$ cat src/rtl/alu_seq_pkg.sv
// alu_seq_pkg: shared definitions for the sequential ALU.
//   - 4-bit opcode encodings (OP_AND .. OP_NOR); 1101-1111 are illegal.
//   - FSM state type used by the top-level controller.
package alu_seq_pkg;

    localparam logic [3:0] OP_AND   = 4'b0000;
    localparam logic [3:0] OP_OR    = 4'b0001;
    localparam logic [3:0] OP_ADD   = 4'b0010;
    localparam logic [3:0] OP_XOR   = 4'b0011;
    localparam logic [3:0] OP_SLL   = 4'b0100;
    localparam logic [3:0] OP_SRL   = 4'b0101;
    localparam logic [3:0] OP_SUB   = 4'b0110;
    localparam logic [3:0] OP_SLT   = 4'b0111;
    localparam logic [3:0] OP_MUL   = 4'b1000;
    localparam logic [3:0] OP_MULHU = 4'b1001;
    localparam logic [3:0] OP_DIVU  = 4'b1010;
    localparam logic [3:0] OP_REMU  = 4'b1011;
    localparam logic [3:0] OP_NOR   = 4'b1100;

    typedef enum logic [1:0] {
        ST_IDLE = 2'b00,
        ST_MUL  = 2'b01,
        ST_DIV  = 2'b10
    } state_t;

endpackage

$ cat src/rtl/alu_seq_muldiv.sv
// alu_seq_muldiv: iterative unsigned multiplier / restoring divider.
//   Ports: clk, reset (async, active-high), start (latch operands),
//          op (MUL/MULHU/DIVU/REMU), a, b, done (one-cycle pulse on the
//          final iteration), result (value produced by that final iteration).
//   The divider datapath exists only when ALU_SEQ_DIV_EN is defined.
//   One 2*WIDTH-bit register is shared: for multiply it is the {hi,lo}
//   product accumulator (lo starts as the multiplier b); for divide it is
//   {remainder, quotient} (quotient half starts as the dividend a).
module alu_seq_muldiv
    import alu_seq_pkg::*;
#(
    parameter int WIDTH = 32,
    parameter int SHW   = $clog2(WIDTH)
) (
    input  logic             clk,
    input  logic             reset,
    input  logic             start,
    input  logic [3:0]       op,
    input  logic [WIDTH-1:0] a,
    input  logic [WIDTH-1:0] b,
    output logic             done,
    output logic [WIDTH-1:0] result
);

    localparam logic [SHW-1:0] CNT_LAST = SHW'(WIDTH - 1);
    localparam logic [SHW-1:0] CNT_ONE  = {{(SHW-1){1'b0}}, 1'b1};

    logic [2*WIDTH-1:0] acc_r;
    logic [2*WIDTH-1:0] acc_nxt_s;
    logic [2*WIDTH-1:0] mul_nxt_s;
    logic [WIDTH-1:0]   opnd_r;
    logic [SHW-1:0]     cnt_r;
    logic               busy_r;
    logic               hi_r;
    logic               hi_sel_s;
    logic [WIDTH:0]     mul_sum_s;
`ifdef ALU_SEQ_DIV_EN
    logic               div_r;
    logic               div_sel_s;
    logic [2*WIDTH-1:0] div_nxt_s;
    logic [WIDTH:0]     div_trial_s;
    logic [WIDTH:0]     div_diff_s;
`endif

    // Operation decode at start: which half of the accumulator is the answer
    always_comb begin
`ifdef ALU_SEQ_DIV_EN
        div_sel_s = (op == OP_DIVU) || (op == OP_REMU);
        hi_sel_s  = (op == OP_MULHU) || (op == OP_REMU);
`else
        hi_sel_s  = (op == OP_MULHU);
`endif
    end

    // One shift-add step: add the multiplicand into the high half when the
    // current multiplier LSB is set, then shift the whole accumulator right
    always_comb begin
        if (acc_r[0]) begin
            mul_sum_s = {1'b0, acc_r[2*WIDTH-1:WIDTH]} + {1'b0, opnd_r};
        end else begin
            mul_sum_s = {1'b0, acc_r[2*WIDTH-1:WIDTH]};
        end
        mul_nxt_s = {mul_sum_s, acc_r[WIDTH-1:1]};
    end

`ifdef ALU_SEQ_DIV_EN
    // One restoring-divide step: shift the next dividend bit into the
    // remainder and keep the subtraction only if it did not go negative
    always_comb begin
        div_trial_s = acc_r[2*WIDTH-1:WIDTH-1];
        div_diff_s  = div_trial_s - {1'b0, opnd_r};
        if (div_diff_s[WIDTH] == 1'b0) begin
            div_nxt_s = {div_diff_s[WIDTH-1:0], acc_r[WIDTH-2:0], 1'b1};
        end else begin
            div_nxt_s = {div_trial_s[WIDTH-1:0], acc_r[WIDTH-2:0], 1'b0};
        end
    end

    // Select the active datapath step
    always_comb begin
        if (div_r) begin
            acc_nxt_s = div_nxt_s;
        end else begin
            acc_nxt_s = mul_nxt_s;
        end
    end
`else
    // Only the multiplier exists in this build
    always_comb begin
        acc_nxt_s = mul_nxt_s;
    end
`endif

    // Result is taken from the post-step value so it is ready on the final edge
    always_comb begin
        done = busy_r && (cnt_r == CNT_LAST);
        if (hi_r) begin
            result = acc_nxt_s[2*WIDTH-1:WIDTH];
        end else begin
            result = acc_nxt_s[WIDTH-1:0];
        end
    end

    // Operand latch, iteration counter and accumulator update
    always_ff @(posedge clk or posedge reset) begin
        if (reset) begin
            acc_r  <= {(2*WIDTH){1'b0}};
            opnd_r <= {WIDTH{1'b0}};
            cnt_r  <= {SHW{1'b0}};
            busy_r <= 1'b0;
            hi_r   <= 1'b0;
`ifdef ALU_SEQ_DIV_EN
            div_r  <= 1'b0;
`endif
        end else if (start) begin
            cnt_r  <= {SHW{1'b0}};
            busy_r <= 1'b1;
            hi_r   <= hi_sel_s;
`ifdef ALU_SEQ_DIV_EN
            div_r  <= div_sel_s;
            if (div_sel_s) begin
                acc_r  <= {{WIDTH{1'b0}}, a};
                opnd_r <= b;
            end else begin
                acc_r  <= {{WIDTH{1'b0}}, b};
                opnd_r <= a;
            end
`else
            acc_r  <= {{WIDTH{1'b0}}, b};
            opnd_r <= a;
`endif
        end else if (busy_r) begin
            acc_r <= acc_nxt_s;
            cnt_r <= cnt_r + CNT_ONE;
            if (cnt_r == CNT_LAST) begin
                busy_r <= 1'b0;
            end
        end
    end

endmodule

$ cat src/rtl/alu_seq.sv
// alu_seq: handshaked ALU with single-cycle ops plus iterative MUL/MULHU
// and (optionally) DIVU/REMU.
//   Ports: clk, reset (async, active-high),
//          in_valid/in_ready/aluop/a/b   - operand bundle input,
//          out_valid/out_ready           - result handshake,
//          result/zero/err               - registered result and flags.
//   Build option: define ALU_SEQ_DIV_EN to include the divider; otherwise
//   1010/1011 are treated as illegal opcodes (single cycle, err=1).
//   in_ready depends combinationally only on out_ready and internal state.
module alu_seq
    import alu_seq_pkg::*;
#(
    parameter int WIDTH = 32,
    parameter int SHW   = $clog2(WIDTH)
) (
    input  logic             clk,
    input  logic             reset,
    input  logic             in_valid,
    output logic             in_ready,
    input  logic [3:0]       aluop,
    input  logic [WIDTH-1:0] a,
    input  logic [WIDTH-1:0] b,
    output logic             out_valid,
    input  logic             out_ready,
    output logic [WIDTH-1:0] result,
    output logic             zero,
    output logic             err
);

    state_t           state_r;
    logic             out_valid_r;
    logic [WIDTH-1:0] result_r;
    logic             zero_r;
    logic             err_r;

    logic [WIDTH-1:0] alu_res_s;
    logic             alu_err_s;
    logic             go_mul_s;
    logic             go_div_s;
    logic             in_ready_s;
    logic             accept_s;
    logic             md_start_s;
    logic             md_done_s;
    logic [WIDTH-1:0] md_result_s;
    logic [SHW-1:0]   shamt_s;

    // Handshake: only idle and with room in the output register
    always_comb begin
        in_ready_s = (state_r == ST_IDLE) && (!out_valid_r || out_ready);
        accept_s   = in_valid && in_ready_s;
        md_start_s = accept_s && (go_mul_s || go_div_s);
        shamt_s    = b[SHW-1:0];
    end

    // Single-cycle results and routing of multi-cycle opcodes
    always_comb begin
        alu_res_s = {WIDTH{1'b0}};
        alu_err_s = 1'b0;
        go_mul_s  = 1'b0;
        go_div_s  = 1'b0;
        case (aluop)
            OP_AND: alu_res_s = a & b;
            OP_OR:  alu_res_s = a | b;
            OP_ADD: alu_res_s = a + b;
            OP_XOR: alu_res_s = a ^ b;
            OP_SLL: alu_res_s = a << shamt_s;
            OP_SRL: alu_res_s = a >> shamt_s;
            OP_SUB: alu_res_s = a - b;
            OP_SLT: begin
                if ($signed(a) < $signed(b)) begin
                    alu_res_s = {{(WIDTH-1){1'b0}}, 1'b1};
                end else begin
                    alu_res_s = {WIDTH{1'b0}};
                end
            end
            OP_MUL, OP_MULHU: go_mul_s = 1'b1;
`ifdef ALU_SEQ_DIV_EN
            // Divide by zero finishes immediately with the defined answers
            OP_DIVU: begin
                if (b == {WIDTH{1'b0}}) begin
                    alu_res_s = {WIDTH{1'b1}};
                end else begin
                    go_div_s = 1'b1;
                end
            end
            OP_REMU: begin
                if (b == {WIDTH{1'b0}}) begin
                    alu_res_s = a;
                end else begin
                    go_div_s = 1'b1;
                end
            end
`endif
            OP_NOR: alu_res_s = ~(a | b);
            default: begin
                alu_res_s = {WIDTH{1'b0}};
                alu_err_s = 1'b1;
            end
        endcase
    end

    alu_seq_muldiv #(
        .WIDTH (WIDTH),
        .SHW   (SHW)
    ) u_muldiv (
        .clk    (clk),
        .reset  (reset),
        .start  (md_start_s),
        .op     (aluop),
        .a      (a),
        .b      (b),
        .done   (md_done_s),
        .result (md_result_s)
    );

    // Controller FSM and output register
    always_ff @(posedge clk or posedge reset) begin
        if (reset) begin
            state_r     <= ST_IDLE;
            out_valid_r <= 1'b0;
            result_r    <= {WIDTH{1'b0}};
            zero_r      <= 1'b1;
            err_r       <= 1'b0;
        end else begin
            case (state_r)
                ST_IDLE: begin
                    if (accept_s) begin
                        if (go_mul_s) begin
                            state_r     <= ST_MUL;
                            out_valid_r <= 1'b0;
                        end else if (go_div_s) begin
                            state_r     <= ST_DIV;
                            out_valid_r <= 1'b0;
                        end else begin
                            // Replaces any result consumed this same cycle
                            out_valid_r <= 1'b1;
                            result_r    <= alu_res_s;
                            zero_r      <= (alu_res_s == {WIDTH{1'b0}});
                            err_r       <= alu_err_s;
                        end
                    end else if (out_ready) begin
                        out_valid_r <= 1'b0;
                    end
                end
                ST_MUL, ST_DIV: begin
                    if (md_done_s) begin
                        state_r     <= ST_IDLE;
                        out_valid_r <= 1'b1;
                        result_r    <= md_result_s;
                        zero_r      <= (md_result_s == {WIDTH{1'b0}});
                        err_r       <= 1'b0;
                    end
                end
                default: state_r <= ST_IDLE;
            endcase
        end
    end

    assign in_ready  = in_ready_s;
    assign out_valid = out_valid_r;
    assign result    = result_r;
    assign zero      = zero_r;
    assign err       = err_r;

endmodule

$ cat config.mk
export PLATFORM = sky130hd
export DESIGN_NAME = alu_seq
export DESIGN_NICKNAME = d
export VERILOG_FILES = /design/src/rtl/alu_seq_pkg.sv /design/src/rtl/alu_seq_muldiv.sv /design/src/rtl/alu_seq.sv
export SDC_FILE = /design/constraint.sdc
export NUM_CORES = 1
export LEC_CHECK = 0
export BUFFER_PORTS_ARGS = -buffer_cell sky130_fd_sc_hd__buf_2
export CORE_UTILIZATION = 45
export CTS_BUF_LIST = sky130_fd_sc_hd__clkbuf_8
export DETAILED_ROUTE_END_ITERATION = 12
export SETUP_SLACK_MARGIN = 0.3
export SYNTH_ARGS = -nofsm -noshare
export SYNTH_HDL_FRONTEND = slang
export SYNTH_SLANG_ARGS = --single-unit
$ cat constraint.sdc
create_clock -name clk -period 6.01 [get_ports clk]
set_clock_uncertainty 0.2 [all_clocks]
set_input_delay 0.3005 -clock clk [delete_from_list [all_inputs] [get_ports clk]]
set_output_delay 0.3005 -clock clk [all_outputs]
set_load 0.05 [all_outputs]
# [Yosys cells after proc, flatten, opt, wreduce, memory -nomap -nowiden]
# Index checks and enable logic that the tools add are counted.
[totals] register_bits=140 wordCells=91
[classes] reduce_logical=18 mux=34 n_lt_le_gt_ge=1 bitwise=4 n_shift=2 add_sub_neg=4 n_eq_ne=18
[op_table] cell="32-bit one-hot mux with 9 select lines" n=1
[op_table] cell="32-bit 2-to-1 mux" n=4
[op_table] cell="64-bit 2-to-1 mux" n=2
[op_table] cell="32-bit logical NOT" n=2
[op_table] cell="32-bit one-hot mux with 2 select lines" n=1
[op_table] cell="32-bit by 32-bit adder with 33-bit output" n=1
[op_table] cell="33-bit 2-to-1 mux" n=1
[op_table] cell="32-bit adder" n=1
[op_table] cell="32-bit AND" n=1
[op_table] cell="32-bit less-than comparator" n=1
[op_table] cell="32-bit inverter" n=1
[op_table] cell="32-bit OR" n=1
[op_table] cell="32-bit by 5-bit left shift with 32-bit output" n=1
[op_table] cell="32-bit by 5-bit >> shifter with 32-bit output" n=1
[op_table] cell="32-bit subtractor" n=1
[op_table] cell="32-bit bitwise XOR" n=1
[op_table] cell="4-bit by 3-bit equality test with 1-bit output, second input constant" n=4
[op_table] cell="1-bit 2-to-1 mux" n=16
[op_table] cell="4-bit equality test, second input constant" n=3
[op_table] cell="11-bit OR reduction" n=1
[op_table] cell="5-bit 2-to-1 mux" n=2
[op_table] cell="4-bit by 2-bit equality test with 1-bit output, second input constant" n=2
[op_table] cell="2-bit inequality test, second input constant" n=4
[op_table] cell="2-bit 2-to-1 mux" n=3
[op_table] cell="17 further kinds" n=25

# [Depth between registers and ports, before layout]
[depth] word_depth=7 ltp_mapped=19

# [Hierarchy]
# From an unflattened synthesis, not the netlist that was laid out.
[unflattened] cells_unflattened=2327 hier_area_um2=18139.9
[by_module_without_submodules] mod="alu_seq" n_inst=1 area_per_inst_um2=11149.4 seq_area_each_um2=902.1 cells_each=1558
[by_module_without_submodules] mod="alu_seq_muldiv" n_inst=1 area_per_inst_um2=6990.5 seq_area_each_um2=2577.5 cells_each=769

# [Least setup slack after synthesis]
# No wires, ideal clock.
[synth_path] path_type="input to register" from="in b[1]" to="reg zero_r, in the netlist zero" path_buffers=5 cell_stages=18 t_arrival_ns=4.491 required_ns=5.724 path_slack_ns=1.233 path_cell_list="buf_2 > inv_2 > buf_2 > buf_2 > buf_2 > buf_1 > ha_1 > o21bai_1 > nand2_1 > a2111oi_0 > o21ai_1 > a21boi_0 > o311ai_1 > o22ai_1 > nand4_1 > or3_1 > or4_1 > o31ai_2"
[synth_between] elab_chain_len=7 elab_cells_between_ends=15
[synth_lines] element="start: declaration" line="alu_seq.sv:22" source="input logic [WIDTH-1:0] b,"
[synth_lines] element="32-bit less-than comparator or 32-bit OR (tied branches)" line="alu_seq.sv:70, alu_seq.sv:63, alu_seq.sv:94"
[synth_lines] element="1-bit 2-to-1 mux or 32-bit inverter (tied branches)" line="alu_seq.sv:70, alu_seq.sv:94"
[synth_lines] element="32-bit one-hot mux with 9 select lines (*)" line="alu_seq.sv:61" source="case (aluop)"
[synth_lines] element="32-bit logical NOT (*)" line="alu_seq.sv:138" source="zero_r <= (alu_res_s == {WIDTH{1'b0}});"
[synth_lines] element="1-bit 2-to-1 mux (*)" line="alu_seq.sv:128" source="if (go_mul_s) begin"
[synth_lines] element="1-bit 2-to-1 mux (*)" line="alu_seq.sv:127" source="if (accept_s) begin"
[synth_lines] element="1-bit one-hot mux with 2 select lines (*)" line="alu_seq.sv:125" source="case (state_r)"
[synth_lines] element="end signal: assignment" line="alu_seq.sv:138"
[synth_lines] element="end signal: assignment" line="alu_seq.sv:150" source="zero_r <= (md_result_s == {WIDTH{1'b0}});"
[synth_lines] element="end: declaration" line="alu_seq.sv:33" source="logic zero_r;"
# Mark *: on every way between the ends. The rest lies on a longest branch, timed or not. The select of a mux whose other input is x is not followed.
# A chain may end at the register's enable or synchronous reset.

# [Final worst setup path]
[layout_path] from="in b[0]" to="reg zero_r, in the netlist zero"
# The elaborated chain is that of the path after synthesis.

==> metrics <==
status=completed; fmax=197 MHz; Reg-to-Reg End=zero$_DFFE_PP1P_; core footprint=40800 sq um; Comb pwr share=0.683; GP Congestion=1.08; sw power=4680 uW; number of setup buffers added after CTS=0; Routed WL=91800 microns; crit path max fanout=47; vias per inst=6.95; CP delay by family, top=compound AO/OA/AOI/OAI gates; Synth top area share=0.185; max incr delay on CP=0.89 ns; PortBufs=107; slew margin rel.=0.181; worst path required time=6.20 ns; Seq cells post-synth=139; All-Layer GR Usage=0.432; Seq/Total Area, Yosys=0.187; fin crit share=0.844; Synth Flop Type=dfrtp_1; remaining antenna violation count after routing=0; Clock power frac=0.094; synth unique cells=89; Internal=3880 uW; critical path data arrival time=5.27 ns; RR Startpoint=u_muldiv.opnd_r[0]$_DFFE_PP0P_; Top-Level Pins=108; switching share of power=0.547; Reg2Reg Depth=13; DRC=0; Slowest cell on crit path=a221oi_1; Max Cap Violations=0; Final HPWL DP=71100 microns; CTS tree=built; Non-Filler Instances=3041; die footprint=42200 sq um; fin crit period=5.07 ns; reg-to-reg slack, setup=1.32 ns; die outline width=205 microns; syn_nets=2676; worst vdd ir=0.000272 V; Worst Path Buf+Inv=2; largest cells by area after synthesis=dfrtp_1, ha_1, mux2i_1, a21oi_1, nor2_1; Power Total=8560 uW; die height=205 microns; cells along the critical path=buf_4 > buf_4 > mux4_2 > a22oi_1 > a21oi_1 > a221oi_1 > o2111ai_1 > nor4_1 > nand3_1 > nor4_1 > nand4b_1 > o31ai_2; initial antenna violation count=3; most common cell in the netlist=nor2_1; critical path type=in2reg; Final Setup Violations=0; mean post-synth cell area=7.57 sq um; post-synthesis cell count=2458; Vias=21150; Fillers=4105; final worst slack=0.936 ns; H-tree levels=4; Clock Tree Buf Depth=2; First DRT Iteration DRCs=2884; FFs w/ async S/R, synth=1.00; Worst Hold Slack=0.0386 ns; clk sinks=139; final net count=2712; fin. max-slew vios=0; Setup crit end kind=flop; Clock Pin Slew Worst Setup and Hold Paths=0.08 ns; drt pass-1 iters=8; share of layout cells above drive strength 1=0.126; Clock Latency Late Sink=0.47 ns; vias in the first global route=19940; sequential share of power=0.224; synthesized cell area=18600 sq um; total grt overflow=0; power per standard cell area=422 nW/um^2; routed len/inst=30.2 microns; Inst Count DP=2976; Synth area leader=dfrtp_1; most instantiated cells after synthesis=nor2_1, nand2_1, a21oi_1; Area Growth Syn to Fin=9.07%; Leak=0.00869 uW; pin slew with the least headroom to its limit=1.22 ns; EDFF count, synth=0; Num CTS Buffers=17; hold depth=3; Initial Utilization=0.456; Hold Path Class=in2reg; Worst Hold End=u_muldiv.opnd_r[10]$_DFFE_PP0P_; Ys Warns=0; pin count of the biggest net entering global routing=80; setup TNS=0 ns; unrepaired setup endpoints after global routing=no; pre-CTS WS=0.758 ns; first-pass GRT wire length=134000 microns; standard-cell rows=74; Hold Startpoint=a[10]; CTS root buffer=clkbuf_8; Final Hold Fails=0; Startpoint Class=input pin
[layout by cell type, fill, tap and decap left out, types with 28 or more instances in the layout]
cell type and n:
a211oi_1 69, nand3_1 48, mux2_2 44, o211ai_1 41
mux2i_1 132, o22ai_1 38, mux4_2 28, ha_1 143
dfrtp_1 135, nor2_1 246, nor3_1 58, a21oi_1 196
buf_4 58, nand2_1 243, o21ai_0 171, inv_1 118
dlygate4sd3_1 31, buf_2 106, nor2b_1 34
[repair_timing]
action                    CTS  global route
hold endpoints to repair  100             0
hold buffers               31             0
gates resized for setup     0             0
[registers in the layout, summed over array words and instances (netlist names)]
| name | count |
|---|---|
| out_valid | 1 |
| u_muldiv.cnt_r | 5 |
| zero | 1 |
| u_muldiv.busy_r | 1 |
| err | 1 |
| u_muldiv.acc_r | 64 |
| state_r | 1 |
| u_muldiv.hi_r | 1 |
| u_muldiv.opnd_r | 32 |
| result | 32 |
[metrics by stage]
stage / area [sq um] / util
final: 20300 / 0.497
after global routing: 20300 / 0.497
after CTS: 20300 / 0.497
after detailed placement: 19600 / 0.479
after global placement: 19600 / 0.479
after floorplan: 18600 / -
[routing by layer]
metal	GRT usage	vias up	routed length, microns
li1	-	9227	-
met1	0.565	10306	37100
met2	0.677	1340	40800
met3	0.0920	275	9330
met4	0.198	2	4600
met5	0	-	13
[kinds of logic (layout without fill, tap and decap cells)]
group,count (synthesis),in the layout,share of synthesized area
AO/OA/AOI/OAI,815,815,0.290
AND/OR/NAND/NOR,812,812,0.205
buffers and inverters,299,348,0.0640
multiplexers,209,209,0.137
adder cells (fa/ha/maj),146,146,0.0993
flip-flops,139,139,0.187
XOR/XNOR,38,38,0.0179
other,0,2,0
[worst max-delay path by stage]
stage	startpoint	endpoint	slack, ns	cells past startpoint
after floorplan	b[1]	zero$_DFFE_PP1P_	1.23	18
after global placement	b[0]	zero$_DFFE_PP1P_	0.78	12
after detailed placement	b[0]	zero$_DFFE_PP1P_	0.76	12
after CTS	b[5]	zero$_DFFE_PP1P_	1.22	15
after global routing	b[5]	zero$_DFFE_PP1P_	0.85	15
final	b[0]	zero$_DFFE_PP1P_	0.94	12
[power by group through the flow]
| stage | combinational (uW) | clock (uW) | sequential [uW] |
|---|---|---|---|
| 2_1_floorplan | 3850 | 0 | 2050 |
| 3_3_place_gp | 5620 | 0 | 1900 |
| 3_5_place_dp | 5670 | 0 | 1910 |
| 4_1_cts | 5710 | 814 | 1900 |
| 5_1_grt | 6320 | 858 | 1960 |
| 6_report | 5840 | 804 | 1910 |
[worst register-to-register path: stages, from the launching register on]
cell      delay [ns]
dfrtp_1         0.44
ha_1            0.25
fa_1            0.43
a211oi_1        0.34
o21ai_0         0.33
and3_1          0.27
or3_1           0.34
a31oi_1         0.30
a21oi_1         0.16
or3_1           0.40
or4_1           0.56
nor4b_1         0.41
a21oi_1         0.11
o31ai_2         0.08
[cell type report]
cell class | instances | area (sq um) | share of cell area
tap | 532 | 666 | 0.0328
sequential | 139 | 3490 | 0.172
clock inverter | 12 | 136 | 0.00672
multi-input combinational | 2020 | 14000 | 0.690
timing repair buffer | 195 | 1280 | 0.0629
antenna | 2 | 5.00 | 0.000246
inverter | 121 | 459 | 0.0226
clock buffer | 20 | 275 | 0.0136
Note: power is estimated with default switching activity, not from simulation.
